**config.mk**
```make
export PLATFORM = sky130hd
export DESIGN_NAME = reorder_buffer
export DESIGN_NICKNAME = d
export VERILOG_FILES = /design/src/rtl/reorder_buffer.sv
export SDC_FILE = /design/constraint.sdc
export NUM_CORES = 2
export LEC_CHECK = 0
export CAP_MARGIN = 40
export CORE_MARGIN = 2
export CORE_UTILIZATION = 66
export DETAILED_ROUTE_END_ITERATION = 8
export GPL_TIMING_DRIVEN = 1
export PLACE_DENSITY_LB_ADDON = 0.05
export SETUP_SLACK_MARGIN = 0.05
export SYNTH_ARGS = -nofsm -noshare
export SYNTH_HDL_FRONTEND = slang
export SYNTH_SLANG_ARGS = --single-unit
```
**constraint.sdc**
```tcl
create_clock -name clk -period 11.6 [get_ports clk]
set_input_delay 2.32 -clock clk [delete_from_list [all_inputs] [get_ports clk]]
set_output_delay 2.32 -clock clk [all_outputs]
set_load 0.01 [all_outputs]
```
**src/rtl/reorder_buffer.sv**
```systemverilog
// Reorder buffer: circular in-order window of ROB_SIZE entries addressed by tags 1..ROB_SIZE.
// Captures results from the ALU and LS CDBs, retires one ready head entry per cycle and
// flushes everything with a PC redirect when a committing branch was mispredicted.
module reorder_buffer #(
   parameter int unsigned ROB_SIZE = 15,
   parameter int unsigned TAG_W    = 4,
   parameter int unsigned DATA_W   = 32
) (
   input  logic              clk,
   input  logic              rst,
   input  logic              ena,
   input  logic              alloc_ena,
   input  logic              alloc_has_rd,
   input  logic [4:0]        alloc_rd,
   input  logic              alloc_is_store,
   input  logic              alloc_is_branch,
   input  logic [DATA_W-1:0] alloc_pred_next_pc,
   output logic [TAG_W-1:0]  alloc_tag,
   output logic              has_capacity,
   input  logic [TAG_W-1:0]  in_alu_cdb_rob_tag,
   input  logic [DATA_W-1:0] in_alu_cdb_data,
   input  logic [DATA_W-1:0] in_alu_cdb_next_pc,
   input  logic [TAG_W-1:0]  in_ls_cdb_rob_tag,
   input  logic [DATA_W-1:0] in_ls_cdb_data,
   input  logic [TAG_W-1:0]  query_tag_a,
   input  logic [TAG_W-1:0]  query_tag_b,
   output logic              query_ready_a,
   output logic              query_ready_b,
   output logic [DATA_W-1:0] query_data_a,
   output logic [DATA_W-1:0] query_data_b,
   output logic              commit_rf_ena,
   output logic [4:0]        commit_rd,
   output logic [DATA_W-1:0] commit_data,
   output logic [TAG_W-1:0]  commit_tag,
   output logic              commit_store_ena,
   output logic              flush,
   output logic [DATA_W-1:0] redirect_pc
);

   // Storage covers every encodable tag; slot 0 and slots above ROB_SIZE are never busy.
   localparam int unsigned      NumSlots = 2 ** TAG_W;
   localparam logic [TAG_W-1:0] LastTag  = TAG_W'(ROB_SIZE);
   localparam logic [TAG_W-1:0] FirstTag = TAG_W'(1);

   logic [NumSlots-1:0] busy_q, ready_q;
   logic [NumSlots-1:0] has_rd_q, is_store_q, is_branch_q;
   logic [4:0]          rd_q         [NumSlots];
   logic [DATA_W-1:0]   value_q      [NumSlots];
   logic [DATA_W-1:0]   pred_npc_q   [NumSlots];
   logic [DATA_W-1:0]   actual_npc_q [NumSlots];

   logic [TAG_W-1:0]    head_q, tail_q, count_q, count_d;
   logic [NumSlots-1:0] cap_ls, cap_alu;
   logic                do_commit, do_alloc, mispredict;

   logic [TAG_W-1:0]    q_tag [2];
   logic                q_rdy [2];
   logic [DATA_W-1:0]   q_dat [2];

   function automatic logic [TAG_W-1:0] next_ptr(input logic [TAG_W-1:0] p);
      return (p == LastTag) ? FirstTag : p + FirstTag;
   endfunction

   // Per-entry CDB match; LS wins when both buses carry the same tag.
   always_comb begin
      for (int i = 0; i < NumSlots; i++) begin
         cap_ls[i]  = ena && busy_q[i] && (in_ls_cdb_rob_tag != '0) &&
                      (in_ls_cdb_rob_tag == TAG_W'(i));
         cap_alu[i] = ena && busy_q[i] && (in_alu_cdb_rob_tag != '0) &&
                      (in_alu_cdb_rob_tag == TAG_W'(i)) && !cap_ls[i];
      end
   end

   // Commit/alloc decisions from registered state; a mispredict kills same-cycle alloc.
   always_comb begin
      has_capacity = count_q < LastTag;
      alloc_tag    = tail_q;
      do_commit    = ena && busy_q[head_q] && ready_q[head_q];
      mispredict   = do_commit && is_branch_q[head_q] &&
                     (actual_npc_q[head_q] != pred_npc_q[head_q]);
      do_alloc     = ena && alloc_ena && has_capacity && !mispredict;
      count_d      = count_q;
      if (do_alloc && !do_commit) begin
         count_d = count_q + FirstTag;
      end else if (do_commit && !do_alloc) begin
         count_d = count_q - FirstTag;
      end
   end

   // Entry occupancy and circular pointers.
   always_ff @(posedge clk) begin
      if (rst || mispredict) begin
         busy_q  <= '0;
         ready_q <= '0;
         head_q  <= FirstTag;
         tail_q  <= FirstTag;
         count_q <= '0;
      end else begin
         ready_q <= ready_q | cap_ls | cap_alu;
         if (do_commit) begin
            busy_q[head_q]  <= 1'b0;
            ready_q[head_q] <= 1'b0;
            head_q          <= next_ptr(head_q);
         end
         if (do_alloc) begin
            busy_q[tail_q]  <= 1'b1;
            ready_q[tail_q] <= 1'b0;
            tail_q          <= next_ptr(tail_q);
         end
         count_q <= count_d;
      end
   end

   // Entry payload: decoder fields on alloc, results on CDB capture.
   always_ff @(posedge clk) begin
      for (int i = 0; i < NumSlots; i++) begin
         if (cap_ls[i]) begin
            value_q[i] <= in_ls_cdb_data;
         end else if (cap_alu[i]) begin
            value_q[i]      <= in_alu_cdb_data;
            actual_npc_q[i] <= in_alu_cdb_next_pc;
         end
      end
      if (do_alloc) begin
         has_rd_q[tail_q]    <= alloc_has_rd;
         rd_q[tail_q]        <= alloc_rd;
         is_store_q[tail_q]  <= alloc_is_store;
         is_branch_q[tail_q] <= alloc_is_branch;
         pred_npc_q[tail_q]  <= alloc_pred_next_pc;
      end
   end

   // Registered retirement and redirect outputs.
   always_ff @(posedge clk) begin
      if (rst) begin
         commit_rf_ena    <= 1'b0;
         commit_store_ena <= 1'b0;
         commit_rd        <= '0;
         commit_data      <= '0;
         commit_tag       <= '0;
         flush            <= 1'b0;
         redirect_pc      <= '0;
      end else begin
         commit_rf_ena    <= do_commit && has_rd_q[head_q] && (rd_q[head_q] != 5'd0);
         commit_store_ena <= do_commit && is_store_q[head_q];
         flush            <= mispredict;
         if (do_commit) begin
            commit_tag  <= head_q;
            commit_rd   <= rd_q[head_q];
            commit_data <= value_q[head_q];
         end
         if (mispredict) begin
            redirect_pc <= actual_npc_q[head_q];
         end
      end
   end

   assign q_tag[0] = query_tag_a;
   assign q_tag[1] = query_tag_b;

   // Operand lookup with same-cycle CDB bypass; tag 0 means "no producer".
   always_comb begin
      for (int q = 0; q < 2; q++) begin
         q_rdy[q] = 1'b0;
         q_dat[q] = '0;
         if (q_tag[q] == '0) begin
            q_rdy[q] = 1'b1;
         end else if (busy_q[q_tag[q]]) begin
            if (cap_ls[q_tag[q]]) begin
               q_rdy[q] = 1'b1;
               q_dat[q] = in_ls_cdb_data;
            end else if (cap_alu[q_tag[q]]) begin
               q_rdy[q] = 1'b1;
               q_dat[q] = in_alu_cdb_data;
            end else begin
               q_rdy[q] = ready_q[q_tag[q]];
               q_dat[q] = value_q[q_tag[q]];
            end
         end
      end
   end

   assign query_ready_a = q_rdy[0];
   assign query_ready_b = q_rdy[1];
   assign query_data_a  = q_dat[0];
   assign query_data_b  = q_dat[1];

endmodule

```
==> summary.txt <==
CTS
  – Longest Clk Path Bufs: 3
  – Clock root cell: clkbuf_16
  – Post-CTS Resized: 0
  – CTS Buf Count: 178
  – Clk_lat worst skew: 0.85 ns
  – Post CTS Setup Buffer Count: 0
  – TritonCTS Sinks: 1788
  – Clock transition time at the flip-flop clock pins of the worst setup and hold paths: 0.06 ns
  – CTS tree: yes
  – H-tree depth: 4
  – Post-CTS Hold Buffers: 0

Finish
  – Layout area overhead: 12.9%
  – Finished Layout Cells: 7368
  – Post-route cell area: 96600 um^2
  – Layout cells sized above 1: 26.1%
  – Final nets: 5623
  – Fillers: 7698

Synth
  – Number of synthesized flops with an enable pin: 1664
  – Yosys cell types: 63
  – Post-synth top area share: 58.4%
  – Synth Flop Type: edfxtp_1
  – Ys Warns: 0
  – Synth Instances: 5281
  – Synth area leader: edfxtp_1
  – Avg Inst Size Synth: 16.2 um^2
  – Post-synthesis sequential area ratio: 61.3%
  – Synth async-reset ratio: 0%
  – Ranking of synthesized cells by area: edfxtp_1, mux4_2, nand2_1, mux2i_1, mux2_2
  – Area of the mapped netlist: 85500 um^2
  – Number of synthesized register bits: 1788

Placement
  – Placed cell count: 7017
  – PortBufs: 302
  – DP Wirelength: 148000 um
  – Pre-CTS setup slack: 1.50 ns
  – Routability cong.: 0.893
  – Placed Area: 90700 um^2

Die
  – Top Ports: 303
  – Chip height: 364 um
  – Die footprint: 133000 um^2
  – Die width: 364 um
  – Starting Density: 66.2%
  – Core Footprint: 129000 um^2
  – Row cnt: 132

STA
  – Worst Skew: 0.0713 ns
  – Tightest Pin Transition: 1.05 ns
  – Final Hold Vio Count: 0
  – Final min period: 10.21 ns
  – Unrepaired setup endpoints after global routing: no
  – Highest clock rate: 0.0980 GHz
  – Setup TNS: 0 ns
  – Final Max Tran Viols: 0
  – Final worst path period share: 88.0%
  – Final worst slack: 1.39 ns
  – Setup violators final: 0
  – Normalized max-slew margin: 30.1%

Global route
  – First-pass GRT wire length: 365000 um
  – GRT Residual Overflow: 0
  – Initial antenna violation count: 24
  – Vias in the first global route: 52500
  – GRT Total Usage: 38.9%
  – Largest net degree at the start of global routing: 126

Min path
  – Hold crit path type: register to register

Detailed routing
  – DRC viols: 0
  – DR pass1 iterations: 8
  – Final WL: 255000 um
  – Routed vias: 53900
  – Antenna Nets Post-Route: 0
  – WL/cell: 34.5 um
  – DRT iter0 DRCs: 8682
  – Vias per inst: 7.31

Setup path
  – Crit path DAT: 7.89 ns
  – Critical Path End Type: primary output
  – Worst Setup Start Kind: primary input
  – CP Data Required Time: 9.28 ns
  – CP Class: primary input to primary output
  – Max Fanout on Critical Path: 33

Run status
  – Status: finished, final reports clean

Power and ir drop
  – Pleak: 32.6 nW
  – VDD IR-drop max: 0.000135 V
  – PD cells: 140 nW/um^2
  – Final Power: 0.0135 W

Job
  – Max Cap Viol: 0
worst max-delay path, cell delays in order:
cell	delay, ns
clkdlybuf4s50_1	0.95
nor2b_1	0.39
and2_1	0.23
nand3_1	0.19
nand2b_2	0.13
buf_4	0.54
inv_4	0.38
mux4_2	0.55
mux4_2	0.66
buf_4	0.37
mux2i_1	0.20
a211oi_1	0.31
clkdlybuf4s50_1	0.59
metal layers:
layer / wire [um] / vias up / GRT usage, %
met5: 168 / - / 0
met3: 35000 / 712 / 10.1
li1: - / 21400 / -
met1: 92000 / 27500 / 56.0
met2: 116000 / 4275 / 57.6
met4: 11000 / 26 / 16.0
power by group:
group,internal [W],total (W),switching [W]
registers,0.00708,0.00710,0.0000168
logic,0.000280,0.000664,0.000385
clock network,0.00324,0.00574,0.00250
total,0.0106,0.0135,0.00291
metrics by stage:
step	hold slack (ns)	utilization [%]
after global placement	0.447	69.7
after global routing	0.479	74.8
after detailed placement	0.454	70.3
final	0.461	74.8
after CTS	0.464	74.8
after floorplan	0.447	-
kinds of logic (layout without fill, tap and decap cells):
group / count (synthesis) / after routing / synth area share (%)
adder cells (fa/ha/maj): 11 / 11 / 0.170
XOR/XNOR: 27 / 27 / 0.276
AO/OA/AOI/OAI: 377 / 377 / 3.27
flip-flops: 1788 / 1788 / 61.3
AND/OR/NAND/NOR: 1279 / 1279 / 6.28
multiplexers: 1258 / 1258 / 26.0
other: 1 / 80 / 0.00438
buffers and inverters: 540 / 806 / 2.66
worst paths after layout:
path | from | to | slack, ns | cells past startpoint
worst max register to register | register | pred_npc_q[8][22] | 4.99 | 12
worst min-delay path | redirect_pc[26] | redirect_pc[26] | 0.46 | 2
worst min register to register | redirect_pc[26] | redirect_pc[26] | 0.46 | 2
worst max-delay path | in_ls_cdb_rob_tag[2] | query_data_b[0] | 1.39 | 13
Yosys cell counts (all sizes together) (6+ instances only):
library cell  count
and2              9
o211ai           22
nor4              7
inv              25
a21o              6
nor3             31
clkbuf          364
a211oi          107
nor2            181
nand3            53
nand2b           31
nand4b            6
edfxtp         1664
a22o              6
xor2              7
o21a              8
nor3b             9
nor2b             8
mux2            224
mux2i           283
nand4            31
a32oi            22
nand2           880
dfxtp           124
mux4            751
a221o            12
o21ai            50
or4               6
ha               10
or2               6
buf             143
clkinv            8
a21oi            25
a221oi           60
a22oi            27
and3             12
xnor2            20
cells in the final DEF (no fill, tap or decap), types with 14 or more instances in the layout:
cell and count:
mux2_2 224, clkinv_2 34, a221oi_1 60, clkbuf_16 178, mux2i_1 283, clkbuf_1 51, a22oi_1 27, nor2_1 163
nor2_4 18, dfxtp_1 117, clkdlybuf4s50_1 293, clkinv_1 27, conb_1 64, mux4_2 751, o21ai_0 48, edfxtp_1 1664
a211oi_1 107, inv_1 22, buf_4 106, nand2_1 869, a21oi_1 20, clkbuf_8 14, nand4_1 31, o211ai_1 22
a32oi_1 22, buf_16 19, xnor2_1 20, nor3_1 21, diode_2 16, nand3_1 53, nand2b_1 29
sequential cells by signal, summed over array words and instances, names as in the netlist, 4 cells and up, named ones only:
| name | count |
|---|---|
| actual_npc_q | 512 |
| alloc_tag | 4 |
| busy_q | 16 |
| commit_data | 32 |
| commit_rd | 5 |
| commit_tag | 4 |
| count_q | 4 |
| has_rd_q | 16 |
| head_q | 4 |
| is_branch_q | 16 |
| is_store_q | 16 |
| pred_npc_q | 512 |
| rd_q | 80 |
| ready_q | 16 |
| redirect_pc | 32 |
| value_q | 512 |
area by class of cell:
class,instances,area [um^2],area share [%]
Timing Repair Buffer,439,4580,4.75
Clock buffer,243,4840,5.01
Antenna cell,16,40.0,0.0414
Inverter,33,148,0.153
Sequential cell,1788,52500,54.3
Tap cell,1742,2180,2.26
Clock inverter,91,980,1.01
Multi-Input combinational cell,3016,31400,32.5
Note: power is estimated with default switching activity, not from simulation.
